$ cat src/rtl/mem_arbiter.sv
// Two-port round-robin arbiter sharing one single-port memory between the cpu (C) and a debug loader (D).
// One access at a time: IDLE samples requests, ISSUE drives MEM for one cycle, RDWAIT captures read data.
module mem_arbiter #(
    parameter int AW = 9,
    parameter int DW = 16
) (
    input  logic          clk,
    input  logic          reset,
    input  logic          c_req,
    input  logic [1:0]    c_cmd,
    input  logic [AW-1:0] c_addr,
    input  logic [DW-1:0] c_wdata,
    output logic          c_ack,
    output logic          c_rvalid,
    output logic [DW-1:0] c_rdata,
    input  logic          d_req,
    input  logic [1:0]    d_cmd,
    input  logic [AW-1:0] d_addr,
    input  logic [DW-1:0] d_wdata,
    output logic          d_ack,
    output logic          d_rvalid,
    output logic [DW-1:0] d_rdata,
    input  logic          d_lock,
    output logic [1:0]    m_cmd,
    output logic [AW-1:0] m_addr,
    output logic [DW-1:0] m_wdata,
    input  logic [DW-1:0] m_rdata,
    output logic [1:0]    owner
);

    typedef enum logic [1:0] {S_IDLE, S_ISSUE, S_RDWAIT} state_e;

    localparam logic [1:0] CMD_NONE  = 2'b00;
    localparam logic [1:0] CMD_READ  = 2'b01;
    localparam logic [1:0] CMD_WRITE = 2'b10;

    state_e        state_q, state_d;
    logic          last_grant_q, last_grant_d;   // 1 = D was granted last
    logic          win_d_q, win_d_d;             // 1 = access in flight belongs to D
    logic          is_read_q, is_read_d;
    logic [1:0]    m_cmd_q, m_cmd_d;
    logic [AW-1:0] m_addr_q, m_addr_d;
    logic [DW-1:0] m_wdata_q, m_wdata_d;
    logic          c_ack_q, c_ack_d, d_ack_q, d_ack_d;
    logic          c_rvalid_q, c_rvalid_d, d_rvalid_q, d_rvalid_d;
    logic [DW-1:0] c_rdata_q, c_rdata_d, d_rdata_q, d_rdata_d;
    logic [1:0]    owner_q, owner_d;

    logic          elig_c, elig_d, pick_d, grant;
    logic [1:0]    sel_cmd;

    assign elig_c  = c_req & ~d_lock;
    assign elig_d  = d_req;
    assign grant   = elig_c | elig_d;
    // On a tie the port that did not win last time gets the memory.
    assign pick_d  = elig_d & (~elig_c | ~last_grant_q);
    assign sel_cmd = pick_d ? d_cmd : c_cmd;

    // NOTE: every variable gets a default before the case so no path leaves it unassigned (no latch).
    always_comb begin
        state_d      = state_q;
        last_grant_d = last_grant_q;
        win_d_d      = win_d_q;
        is_read_d    = is_read_q;
        m_cmd_d      = CMD_NONE;
        m_addr_d     = m_addr_q;
        m_wdata_d    = m_wdata_q;
        c_ack_d      = 1'b0;
        d_ack_d      = 1'b0;
        c_rvalid_d   = 1'b0;
        d_rvalid_d   = 1'b0;
        c_rdata_d    = c_rdata_q;
        d_rdata_d    = d_rdata_q;
        owner_d      = owner_q;

        case (state_q)
            S_IDLE: begin
                if (grant) begin
                    // Commands 00 and 11 are acknowledged but never reach MEM.
                    m_cmd_d      = (sel_cmd == CMD_READ || sel_cmd == CMD_WRITE) ? sel_cmd : CMD_NONE;
                    m_addr_d     = pick_d ? d_addr  : c_addr;
                    m_wdata_d    = pick_d ? d_wdata : c_wdata;
                    last_grant_d = pick_d;
                    win_d_d      = pick_d;
                    is_read_d    = (sel_cmd == CMD_READ);
                    c_ack_d      = ~pick_d;
                    d_ack_d      = pick_d;
                    owner_d      = pick_d ? 2'b10 : 2'b01;
                    state_d      = S_ISSUE;
                end
            end
            S_ISSUE: begin
                if (is_read_q) begin
                    state_d = S_RDWAIT;
                end else begin
                    owner_d = 2'b00;
                    state_d = S_IDLE;
                end
            end
            S_RDWAIT: begin
                if (win_d_q) begin
                    d_rdata_d  = m_rdata;
                    d_rvalid_d = 1'b1;
                end else begin
                    c_rdata_d  = m_rdata;
                    c_rvalid_d = 1'b1;
                end
                owner_d = 2'b00;
                state_d = S_IDLE;
            end
            default: begin
                owner_d = 2'b00;
                state_d = S_IDLE;
            end
        endcase
    end

    // NOTE: sequential state uses non-blocking assignments so every flop samples pre-edge values.
    always_ff @(posedge clk or negedge reset) begin
        if (!reset) begin
            state_q      <= S_IDLE;
            last_grant_q <= 1'b1;
            win_d_q      <= 1'b0;
            is_read_q    <= 1'b0;
            m_cmd_q      <= CMD_NONE;
            m_addr_q     <= '0;
            m_wdata_q    <= '0;
            c_ack_q      <= 1'b0;
            d_ack_q      <= 1'b0;
            c_rvalid_q   <= 1'b0;
            d_rvalid_q   <= 1'b0;
            c_rdata_q    <= '0;
            d_rdata_q    <= '0;
            owner_q      <= 2'b00;
        end else begin
            state_q      <= state_d;
            last_grant_q <= last_grant_d;
            win_d_q      <= win_d_d;
            is_read_q    <= is_read_d;
            m_cmd_q      <= m_cmd_d;
            m_addr_q     <= m_addr_d;
            m_wdata_q    <= m_wdata_d;
            c_ack_q      <= c_ack_d;
            d_ack_q      <= d_ack_d;
            c_rvalid_q   <= c_rvalid_d;
            d_rvalid_q   <= d_rvalid_d;
            c_rdata_q    <= c_rdata_d;
            d_rdata_q    <= d_rdata_d;
            owner_q      <= owner_d;
        end
    end

    assign c_ack    = c_ack_q;
    assign d_ack    = d_ack_q;
    assign c_rvalid = c_rvalid_q;
    assign d_rvalid = d_rvalid_q;
    assign c_rdata  = c_rdata_q;
    assign d_rdata  = d_rdata_q;
    assign m_cmd    = m_cmd_q;
    assign m_addr   = m_addr_q;
    assign m_wdata  = m_wdata_q;
    assign owner    = owner_q;

endmodule

$ cat config.mk
export PLATFORM = sky130hd
export DESIGN_NAME = mem_arbiter
export DESIGN_NICKNAME = d
export VERILOG_FILES = /design/src/rtl/mem_arbiter.sv
export SDC_FILE = /design/constraint.sdc
export NUM_CORES = 1
export LEC_CHECK = 0
export ABC_AREA = 1
export CORE_MARGIN = 2
export CORE_UTILIZATION = 45
export CTS_BUF_LIST = sky130_fd_sc_hd__clkbuf_8
export DETAILED_ROUTE_END_ITERATION = 8
export GPL_ROUTABILITY_DRIVEN = 0
export PLACE_DENSITY = 0.88
export SYNTH_ARGS = -nofsm -noshare
export SYNTH_HDL_FRONTEND = slang
export SYNTH_SLANG_ARGS = --single-unit
$ cat constraint.sdc
create_clock -name clk -period 1.9 [get_ports clk]
set_input_delay 0.57 -clock clk [delete_from_list [all_inputs] [get_ports clk]]
set_output_delay 0.57 -clock clk [all_outputs]
set_load 0.01 [all_outputs]
# Yosys cells after proc, flatten, opt, wreduce, memory -nomap -nowiden
# Cells that the tools add are included.
# totals
ff_bits	70
latch_bits	0
mem_bits_rw	0
rom_bits	0
out_inout_bits	65
mem_count	0
# op_classes
addsub	0
n_mul	0
div	0
order_cmp	0
n_eq_ne	6
shift	0
mux	21
n_bitwise	9
n_reduce_logical	6
# op_table
cell	count
2-to-1 mux 2 bit	9
2-to-1 mux 16 bit	1
2-to-1 mux 9 bit	1
2-to-1 mux 1 bit	8
case mux 2 bit (2 select lines)	2
AND reduction 2 bit	4
NOT 1 bit	5
== test 2 x 1 -> 1 bit, second input constant	2
== test 2 bit, second input constant	2
!= test 2 bit, second input constant	2
AND 1 bit	2
logical NOT 2 bit	1
bitwise OR 1 bit	2
logical OR 1 bit	1

# Depth between registers and ports, before layout
# depth
word_depth	11
ltp_mapped	8
mapped_depth_nobuf	7

# Worst setup path before layout
# Ideal clock, no wire load.
# synth_timing
path_kind	input -> register
start	input d_lock
end	register m_addr_q[8], in the netlist m_addr[8]
arrival_ps	1259
required_time_ps	1778
slack_ps	519
stages	8
n_path_buf	2
cell_sequence	inv_1 -> nand2_1 -> nand2_2 -> nand2_4 -> buf_6 -> buf_6 -> a21oi_2 -> a21oi_1
# synth_via
elab_chain_len	6
word_cells_on_any_way	8
classes_between	1 x mux; 6 x bitwise; 1 x reduce/logical
# synth_lines
element	line	rtl
start: declaration	23	input logic d_lock,
NOT 1 bit (*)	52	assign elig_c = c_req & ~d_lock;
AND 1 bit (*)	52	
NOT 1 bit	56	assign pick_d = elig_d & (~elig_c | ~last_grant_q);
bitwise OR 1 bit	56	
AND 1 bit	56	
2-to-1 mux 9 bit	81	m_addr_d = pick_d ? d_addr : c_addr;
end signal: assignment	141	m_addr_q <= m_addr_d;
end: declaration	42	logic [AW-1:0] m_addr_q, m_addr_d;
# Every way passes the cells marked *; elsewhere a longest branch is shown, timed or not.
# A chain may end at the register's enable or synchronous reset.

# Worst setup path in the final report
# layout_timing
start	register m_addr_q[8], in the netlist m_addr[8]
end	output m_addr[8]
# layout_rtl
element	line	rtl
end: declaration	25	output logic [AW-1:0] m_addr,
# No word-level cell between the ends.

==> qor.json <==
{
  "synthesis": {
    "synthesis.nets": 385,
    "synth_seq_area_share_pct": 60.54,
    "netlist_area_sq_mm": 0.002895,
    "yosys-top-cells-count": "sky130_fd_sc_hd__nand2_1 (81), sky130_fd_sc_hd__dfrtp_1 (69), sky130_fd_sc_hd__o21ai_0 (33), sky130_fd_sc_hd__nand3_1 (28), sky130_fd_sc_hd__inv_1 (27)",
    "synth_ff_type": "sky130_fd_sc_hd__dfrtp_1",
    "synth_top_area_share_pct": 59.64,
    "yosys_warnings": 0,
    "synth-edff-count": 0,
    "netlist.top_cell.by_area": "sky130_fd_sc_hd__dfrtp_1",
    "synth-async-reset-ratio_pct": 100.0,
    "synthMostInstantiatedCell": "sky130_fd_sc_hd__nand2_1",
    "number_of_synthesized_register_bits": 70,
    "netlist-cell-type-count": 21,
    "postSynthCellCount": 310,
    "postSynthAreaPerCell_sq_um": 9.340,
    "synth_area_leaders": "sky130_fd_sc_hd__dfrtp_1 (60%), sky130_fd_sc_hd__nand2_1 (11%), sky130_fd_sc_hd__o21ai_0 (5.7%), sky130_fd_sc_hd__nand3_1 (4.8%), sky130_fd_sc_hd__a21oi_1 (4.0%)"
  },
  "floorplanning": {
    "initial_util_pct": 46.12,
    "fp.coreArea_sq_mm": 0.006277,
    "die-height_um": 84.21,
    "die-area_sq_mm": 0.007091,
    "std_cell_rows": 29,
    "die_x_um": 84.21,
    "pin_count": 140
  },
  "sta": {
    "setup_slack_ns": 0.06159,
    "tns_ns": 0,
    "final.period_utilization_pct": 96.76,
    "clock.fmax_mhz": 543.9,
    "max_slew_margin_pct": 74.83,
    "setup_viol_count_final": 0,
    "clock_skew_ns": 0.01219,
    "timing.final.hold_violations": 0,
    "final-max-slew-violation-count": 0,
    "period_minus_slack_ns": 1.838,
    "grt_setup_unrepaired": "no",
    "worst-slew-pin-transition_ns": 0.3776
  },
  "placed_design": {
    "dpl_cell_area_sq_mm": 0.004370,
    "preCtsSetupSlack_ns": -0.01563,
    "place.port_buffers": 139,
    "post-dp-hpwl_um": 5788
  },
  "setup_path": {
    "ff2ff_path_depth": 5,
    "worst-endpoint-required_ns": 1.33,
    "slowest_stage": "sky130_fd_sc_hd__clkdlybuf4s50_1",
    "critical_path_arrival_ns": 1.27,
    "cp_num_cells": 1,
    "worstPathBufferInverterCount": 1,
    "max_incr_delay_on_cp_ns": 0.55,
    "timing.critical_path.fanout_max": 2,
    "kind_of_start_point_of_the_critical_path": "flop",
    "critical_path.endpoint_type": "primary output",
    "cp_top_family": "buffers and inverters",
    "timing_worst_setup_path_type": "reg -> out",
    "path_cells": "clkdlybuf4s50_1"
  },
  "finish": {
    "finish.instance_area_sq_mm": 0.004584,
    "finish.net_count": 533,
    "utilization_pct": 73.03,
    "final_layout_size_suffix_gt1_share_pct": 9.935,
    "insertedDiodeCount": 0,
    "synthToLayoutAreaGrowth_pct": 58.34
  },
  "cts": {
    "post_cts_gate_resize_count": 0,
    "clk-insertion-delay-late_ns": 0.34,
    "tritoncts_buffers": 9,
    "cts_num_sinks": 70,
    "clock_pin_slew_worst_setup_and_hold_paths_ns": 0.08,
    "ctsRootBufferMaster": "sky130_fd_sc_hd__clkbuf_8",
    "post_cts_hold_buffer_count": 0,
    "cts-root-to-sink-buffers": 2,
    "cts_post_setup_buffers_inserted": 0,
    "cts_tree": "done",
    "ctsHtreeMaxLevel": 3
  },
  "grt": {
    "globalRoute.totalOverflow": 0,
    "groute.usage.overall_pct": 22.71,
    "grt_pass1_wl_um": 12880,
    "antenna_found_initial": 0,
    "first_global_vias": 2770,
    "maximum_number_of_pins_on_one_net_before_global_route_repair": 71
  },
  "drt": {
    "avgViaCountPerCell": 5.048,
    "drtAntennaViolNets": 0,
    "drt_first_pass_iters": 4,
    "first_iter_violations": 119,
    "drt_drc_violations_left": 0,
    "routed-via-count": 2726,
    "drt_wl_total_um": 7794,
    "route.detailed.wl_per_inst_um": 14.43
  },
  "job": {
    "drv_cap": 0
  },
  "pwr": {
    "power-per-cell-area_mw_per_mm2": 1355,
    "static-leakage-power_nw": 2.156,
    "ir_drop_v": 0.001001,
    "power.total_mw": 6.211
  },
  "outcome": {
    "run_status": "finished, final reports clean"
  },
  "hold_path": {
    "holdCritPathClass": "in -> async"
  }
}
## metrics by stage
step,hold WS [ns],std cells
3_3_place_gp,0.4616,524
2_1_floorplan,0.2744,310
5_1_grt,0.2609,540
6_report,0.2311,540
3_5_place_dp,0.4723,524
4_1_cts,0.2530,540
## state kept, by name (all words and copies together) (netlist names)
name,flops
c_ack,1
c_rdata,16
c_rvalid,1
d_ack,1
d_rdata,16
d_rvalid,1
is_read_q,1
last_grant_q,1
m_addr,9
m_cmd,2
m_wdata,16
owner,2
state_q,2
win_d_q,1
## cell families (layout without fill, tap and decap cells)
family	after synthesis	after routing	synth area share (%)
buf+inv	45	198	8.125
simple gates	131	131	19.36
compound gates	64	64	11.97
flops	70	70	60.54
## routing by layer
| layer | share of wire [%] | vias to the layer above | routed length, um | track usage, % |
|---|---|---|---|---|
| met5 | 0 | - | 0 | 0 |
| met4 | 1.6 | 0 | 124 | 8.651 |
| met3 | 9.6 | 16 | 745 | 6.391 |
| met2 | 47 | 165 | 3686 | 36.51 |
| met1 | 42 | 1261 | 3237 | 29.45 |
| li1 | - | 1284 | - | - |
## worst paths after layout
kind	end	slack, ns	start
setup reg to reg	m_wdata[3]$_DFFE_PN0P_	0.54	last_grant_q$_DFFE_PN1P_
hold / removal	c_rdata[14]$_DFFE_PN0P_	0.23	reset
hold reg to reg	d_rdata[3]$_DFFE_PN0P_	0.48	d_rdata[3]$_DFFE_PN0P_
min in group clk	d_rdata[3]$_DFFE_PN0P_	0.48	d_rdata[3]$_DFFE_PN0P_
setup / recovery	m_addr[8]	0.06	m_addr[8]$_DFFE_PN0P_
max in group asynchronous	last_grant_q$_DFFE_PN1P_	1.33	reset
## report_power, final
| group | internal, mW | switching, mW | total [mW] | leakage, nW |
|---|---|---|---|---|
| registers | 2.09 | 0.355 | 2.44 | 0.826 |
| clock network | 0.732 | 0.540 | 1.27 | 0.110 |
| logic | 1.41 | 1.09 | 2.50 | 1.22 |
## placed cells by master (no fill, tap or decap), drive strengths merged
cell type	synthesis	routed
clkdlybuf4s50	0	138
nand2	84	84
dfrtp	69	69
o21ai	34	34
inv	30	31
a21oi	30	30
nand3	29	29
nor2	18	18
buf	13	14
clkbuf	2	9
clkinv	0	3
bufinv	0	2
clkinvlp	0	1
dfstp	1	1
## final cells by class
| class | instances | area [sq um] |
|---|---|---|
| multi-input cells | 195 | 907.1 |
| well taps | 77 | 96.34 |
| fillers | 436 | 1693 |
| clock inverters | 7 | 90.09 |
| repair buffers | 152 | 1496 |
| flip-flops and latches | 70 | 1753 |
| clock buffers | 9 | 123.9 |
| inverters | 30 | 117.6 |
Power figures use the tool's default switching activity.
